`src/rtl/alu_regfile_if.sv`:
```
// Operand/writeback bus between the ALU datapath and its register file.
// master = ALU/controller side, slave = register file side.
interface alu_regfile_if #(
    parameter int BITSIZE = 64,
    parameter int ADDRW   = 5,
    parameter int CNTW    = 8
);
    logic               rd_en;
    logic [ADDRW-1:0]   rd_addr1;
    logic [ADDRW-1:0]   rd_addr2;
    logic [BITSIZE-1:0] data1;
    logic [BITSIZE-1:0] data2;
    logic               rd_valid;
    logic               wr_en;
    logic [ADDRW-1:0]   wr_addr;
    logic [BITSIZE-1:0] aluout;
    logic               flagz;
    logic               zflag_q;
    logic [CNTW-1:0]    wr_count;

    modport master (
        output rd_en, rd_addr1, rd_addr2,
        output wr_en, wr_addr, aluout, flagz,
        input  data1, data2, rd_valid,
        input  zflag_q, wr_count
    );

    modport slave (
        input  rd_en, rd_addr1, rd_addr2,
        input  wr_en, wr_addr, aluout, flagz,
        output data1, data2, rd_valid,
        output zflag_q, wr_count
    );
endinterface

```
`src/rtl/alu_regfile.sv`:
```
// ALU operand register file: registered dual read with write-first
// bypass, r0 hardwired to zero, sticky zero flag and writeback counter.
module alu_regfile #(
    parameter int BITSIZE = 64,
    parameter int REGSIZE = 32,
    parameter int ADDRW   = 5,
    parameter int CNTW    = 8
) (
    input logic          clk,
    input logic          rst,
    alu_regfile_if.slave bus
);

    logic [BITSIZE-1:0] regs [REGSIZE];
    logic [BITSIZE-1:0] val1;
    logic [BITSIZE-1:0] val2;
    logic               wr_ok;

    function automatic logic in_range(input logic [ADDRW-1:0] a);
        return {{(32-ADDRW){1'b0}}, a} < 32'(REGSIZE);
    endfunction

    // Write is accepted only for a real, in-range, non-zero register.
    always_comb begin
        wr_ok = bus.wr_en && (bus.wr_addr != '0) && in_range(bus.wr_addr);
    end

    // Read port 1 value: zero for r0/out-of-range, else bypass, else array.
    always_comb begin
        val1 = '0;
        if (bus.rd_addr1 != '0 && in_range(bus.rd_addr1)) begin
            if (bus.wr_en && bus.wr_addr == bus.rd_addr1)
                val1 = bus.aluout;
            else
                val1 = regs[bus.rd_addr1];
        end
    end

    // Read port 2 value, resolved independently of port 1.
    always_comb begin
        val2 = '0;
        if (bus.rd_addr2 != '0 && in_range(bus.rd_addr2)) begin
            if (bus.wr_en && bus.wr_addr == bus.rd_addr2)
                val2 = bus.aluout;
            else
                val2 = regs[bus.rd_addr2];
        end
    end

    // Register array: clear on reset, capture ALU writeback.
    always_ff @(posedge clk) begin
        if (rst) begin
            for (int i = 0; i < REGSIZE; i++)
                regs[i] <= '0;
        end else if (wr_ok) begin
            regs[bus.wr_addr] <= bus.aluout;
        end
    end

    // Operand outputs: load on read, hold otherwise; valid pulses one cycle.
    always_ff @(posedge clk) begin
        if (rst) begin
            bus.data1    <= '0;
            bus.data2    <= '0;
            bus.rd_valid <= 1'b0;
        end else begin
            bus.rd_valid <= bus.rd_en;
            if (bus.rd_en) begin
                bus.data1 <= val1;
                bus.data2 <= val2;
            end
        end
    end

    // Zero flag follows every writeback strobe, including r0 compare-only ops.
    always_ff @(posedge clk) begin
        if (rst)
            bus.zflag_q <= 1'b0;
        else if (bus.wr_en)
            bus.zflag_q <= bus.flagz;
    end

    // Count accepted writes; wraps naturally at 2^CNTW.
    always_ff @(posedge clk) begin
        if (rst)
            bus.wr_count <= '0;
        else if (wr_ok)
            bus.wr_count <= bus.wr_count + CNTW'(1);
    end

endmodule

```
`src/flat_wrapper.sv`:
```
// flat-port wrapper written by rule: the top's interface ports become plain ports
module alu_regfile_flat 
#(
    parameter int BITSIZE = 64,
    parameter int REGSIZE = 32,
    parameter int ADDRW   = 5,
    parameter int CNTW    = 8
)
  (clk, rst, bus_rd_en, bus_rd_addr1, bus_rd_addr2, bus_wr_en, bus_wr_addr, bus_aluout, bus_flagz, bus_data1, bus_data2, bus_rd_valid, bus_zflag_q, bus_wr_count);
  alu_regfile_if #(.BITSIZE(BITSIZE), .ADDRW(ADDRW), .CNTW(CNTW)) bus_i ();
  input logic clk;
  input logic rst;
  input wire logic [$bits(bus_i.rd_en)-1:0] bus_rd_en;
  input wire logic [$bits(bus_i.rd_addr1)-1:0] bus_rd_addr1;
  input wire logic [$bits(bus_i.rd_addr2)-1:0] bus_rd_addr2;
  input wire logic [$bits(bus_i.wr_en)-1:0] bus_wr_en;
  input wire logic [$bits(bus_i.wr_addr)-1:0] bus_wr_addr;
  input wire logic [$bits(bus_i.aluout)-1:0] bus_aluout;
  input wire logic [$bits(bus_i.flagz)-1:0] bus_flagz;
  output wire logic [$bits(bus_i.data1)-1:0] bus_data1;
  output wire logic [$bits(bus_i.data2)-1:0] bus_data2;
  output wire logic [$bits(bus_i.rd_valid)-1:0] bus_rd_valid;
  output wire logic [$bits(bus_i.zflag_q)-1:0] bus_zflag_q;
  output wire logic [$bits(bus_i.wr_count)-1:0] bus_wr_count;
  assign bus_i.rd_en = bus_rd_en;
  assign bus_i.rd_addr1 = bus_rd_addr1;
  assign bus_i.rd_addr2 = bus_rd_addr2;
  assign bus_i.wr_en = bus_wr_en;
  assign bus_i.wr_addr = bus_wr_addr;
  assign bus_i.aluout = bus_aluout;
  assign bus_i.flagz = bus_flagz;
  assign bus_data1 = bus_i.data1;
  assign bus_data2 = bus_i.data2;
  assign bus_rd_valid = bus_i.rd_valid;
  assign bus_zflag_q = bus_i.zflag_q;
  assign bus_wr_count = bus_i.wr_count;
  alu_regfile #(.BITSIZE(BITSIZE), .REGSIZE(REGSIZE), .ADDRW(ADDRW), .CNTW(CNTW)) u_core (.clk(clk), .rst(rst), .bus(bus_i));
endmodule
```
`config.mk`:
```
export PLATFORM = sky130hd
export DESIGN_NAME = alu_regfile_flat
export DESIGN_NICKNAME = d
export VERILOG_FILES = /design/src/rtl/alu_regfile_if.sv /design/src/rtl/alu_regfile.sv /design/src/flat_wrapper.sv
export SDC_FILE = /design/constraint.sdc
export NUM_CORES = 2
export LEC_CHECK = 0
export CAP_MARGIN = 0
export CORE_ASPECT_RATIO = 1.75
export CORE_MARGIN = 2
export CORE_UTILIZATION = 37
export CTS_CLUSTER_SIZE = 40
export DETAILED_ROUTE_END_ITERATION = 12
export DONT_BUFFER_PORTS = 1
export SYNTH_ARGS = -nofsm -noshare
export SYNTH_HDL_FRONTEND = slang
export SYNTH_SLANG_ARGS = --single-unit
```
`constraint.sdc`:
```
create_clock -name clk -period 7.4 [get_ports clk]
set_input_delay 1.48 -clock clk [delete_from_list [all_inputs] [get_ports clk]]
set_output_delay 1.48 -clock clk [all_outputs]
set_load 0.02 [all_outputs]
```
==> metrics.md <==
| Metric | Value |
|---|---|
| Status | finished, violations left |
| Failing checks | max-slew violations |
| Starting DRT DRC Count | 7823 |
| Avg Cell Area, Syn | between 15 and 20 sq um |
| Most used cell, CP | buf_16 |
| Post-DP HPWL | 243000 um |
| Synth top cells by count | edfxtp_1, and2_1, mux4_2 |
| Final WL | 412000 um |
| RSZ-0062 raised after global routing | no |
| Placer Congestion | 0.889 |
| Cts hold-fix bufs | 0 |
| Power per standard cell area | 231 mW/mm^2 |
| Cell chain of the critical path | buf_16 -> buf_16 -> buf_16 -> or4_1 -> o21ai_0 -> nor3_4 -> buf_4 -> buf_4 -> a22oi_1 -> o211ai_1 |
| Final slew viol count | 153 |
| Worst Setup End Kind | register |
| Starting density of the core | 0.372 |
| R2r setup slk | 4680 ps |
| Via/cell ratio | about 6.2 |
| Peak supply drop | 0.201 mV |
| Fraction of layout cells with a size suffix above 1 | 0.237 |
| First-pass GRT wire length | ~570000 um |
| CTS tree | yes |
| Setup Buffers After CTS | 0 |
| Crit start category | input port |
| EDFF count, synth | 2048 |
| Total Routing Usage GR | 0.260 |
| Uppermost layer routed | met5 |
| Relative slew slack | -0.184 |
| WL met1 | ~130000 um |
| First-pass DRT Iterations | 6 |
| H-tree depth | 4 |
| Total placed cells including tap cells | 10744 |
| Post-synthesis cell count | about 7300 |
| Fin crit period | 5510 ps |
| CTS buffer count | 205 |
| I/O Buffers | 0 |
| Tot Pwr | about 28 mW |
| Number of synthesized register bits | ~2200 |
| Design internal power | 21.4 mW |
| Largest net degree at the start of global routing | 566 |
| Die Area | about 0.31 sq mm |
| Critical path's top delay family | buffers and inverters |
| Clock Path Buffers | 4 |
| Routed wl met3 | around 35000 um |
| Area of the core | 0.304 sq mm |
| Final antenna-violating net count | 0 |
| Crit path DAT | between 6000 and 7000 ps |
| Die height | approximately 740 um |
| Clk sinks | 2186 |
| Post-synth top area share | 0.544 |
| Rows | approximately 270 |
| WP data required | roughly 8200 ps |
| Met2 WL | 209000 um |
| Grt ovf | 0 |
| Kind of critical path | input port to register |
| Max Clk Rate | 182 MHz |
| Setup_tns | 0 ps |
| Combinational share of power | 0.096 |
| Clk pwr share | 0.382 |
| Fin cells | around 11000 |
| Clock skew | 82.6 ps |
| Drt drc | 0 |
| Max Cap Violations | 0 |
| DR vias | between 60000 and 70000 |
| Endpoints failing setup | 0 |
| Worst-margin pin slew | 1780 ps |
| Register area share after synthesis | 0.568 |
| Antenna violations before repair | 27 |
| Sequential power share | 0.522 |
| Worst path bufs/invs | 5 |
| Top-count cell post-synth | edfxtp_1 |
| FFs w/ async S/R, synth | 0 |
| Main flop type after synthesis | edfxtp_1 |
| Avg WL per Cell | 37.0 um |
| Crit path max-delay cell type | buf_4 |
| Number of library cell types mapped by synthesis | 62 |
| Layout area overhead | 8.46% |
| Root Buffer | clkbuf_16 |
| Die X | 422 um |
| Worst-path fanout max | ~130 |
| Clock insertion delay at the later pin of the skew report | 930 ps |
| Post-Syn Area | 0.113 sq mm |
| Top cells by area, synth | edfxtp_1, mux4_2, and2_1 |
| Synth area leader | edfxtp_1 |
| Final Hold Fails | 0 |
| I/O Pins | 222 |
| Yosys warning count | 0 |
| Standby leakage power | 40.4 nW |
| Layout Nets | 6990 |
| Vias in the first global route | 70918 |
| Clock-pin slew on the worst setup and hold paths | 60 ps |
| Cts repair resizes | 0 |
| Final worst-path cycle share | 0.744 |
| Worst hold path type | register to register |
| Switching Fraction | 0.244 |
| P_sw | about 6.9 mW |
| Fill cells | 27438 |
| Biggest cell delay along the critical path | 890 ps |
power by group through the flow:
| stage | combinational (mW) | clock, mW | sequential, mW |
|---|---|---|---|
| finish | 2.71 | 10.8 | 14.8 |
| CTS | 2.58 | 10.9 | 14.8 |
| detailed placement | 2.57 | 0 | 15.0 |
| global placement | 2.56 | 0 | 15.0 |
| global route | 2.75 | 11.3 | 14.8 |
| floorplan | 2.08 | 0 | 14.8 |
layer usage:
metal / vias up / GRT usage
met3: 1105 / 0.0589
met5: - / 0
met2: 3737 / 0.453
li1: 27358 / -
met1: 36273 / 0.281
met4: 12 / 0.178
cells in the final DEF (no fill, tap or decap), types with 59 or more instances in the layout:
master     count
a211oi_1      63
a221oi_1      62
a22oi_1      129
and2_1      1985
and3_1        60
buf_4        104
clkbuf_16    206
conb_1        64
dfxtp_1      138
edfxtp_1    2048
mux2_2       178
mux2i_1       85
mux4_2      1023
nand2_1      140
nand2b_1      59
nor2b_1       71
o211ai_1      65
o21ai_0       65
o22ai_1       59
path summary, 6_finish.rpt:
kind | cells after the start | end | startpoint
worst max-delay path | 10 | u_core.bus.data2[33] | bus_rd_addr2[0]
worst min-delay path | 2 | u_core.bus.zflag_q | u_core.bus.zflag_q
worst max register to register | 5 | u_core.bus.data1[7] | u_core.regs[24][7]
worst min register to register | 2 | u_core.bus.zflag_q | u_core.bus.zflag_q
tightest hold or removal path: cells and delay by family (launching register included):
kind / cells / cell delay, ps
and+or+nand+nor: 1 / 50
DFF: 1 / 380
muxes: 1 / 140
cell type report:
cell class | count | area, sq um | area share
flip-flops and latches | 2186 | 64300 | 0.524
multi-input cells | 4399 | 45800 | 0.374
clock buffers | 273 | 5580 | 0.0455
well taps | 4050 | 5070 | 0.0413
clock inverters | 95 | 912 | 0.00744
repair buffers | 109 | 911 | 0.00743
diodes | 15 | 37.5 | 0.000306
inverters | 4 | 15.0 | 0.000122
state kept, by name, indices dropped and copies added, names as in the netlist:
| register | flops |
|---|---|
| u_core.bus.wr_count | 8 |
| u_core.bus.data1 | 64 |
| u_core.bus.data2 | 64 |
| u_core.bus.rd_valid | 1 |
| u_core.bus.zflag_q | 1 |
| u_core.regs | 2048 |
cells by family (layout without fill, tap and decap cells):
family / Yosys count / after routing / share of synthesized area
compound gates: 535 / 535 / 0.0355
flops: 2186 / 2186 / 0.568
fa+ha+maj: 1 / 1 / 0.000111
mux: 1286 / 1286 / 0.229
buf+inv: 820 / 481 / 0.0316
other cells: 1 / 79 / 0.0000332
simple gates: 2496 / 2496 / 0.134
xor+xnor: 17 / 17 / 0.00132
per-stage QoR:
| stage | utilization | setup WS [ps] | area (sq um) | hold WS, ps |
|---|---|---|---|---|
| detailed placement | 0.381 | 2110 | 116000 | 605 |
| global route | 0.403 | 1610 | 123000 | 630 |
| CTS | 0.403 | 3050 | 122000 | 612 |
| floorplan | - | 3430 | 113000 | 558 |
| global placement | 0.381 | 2090 | 116000 | 592 |
| finish | 0.403 | 1890 | 123000 | 605 |
(Power assumes the default switching activity.)
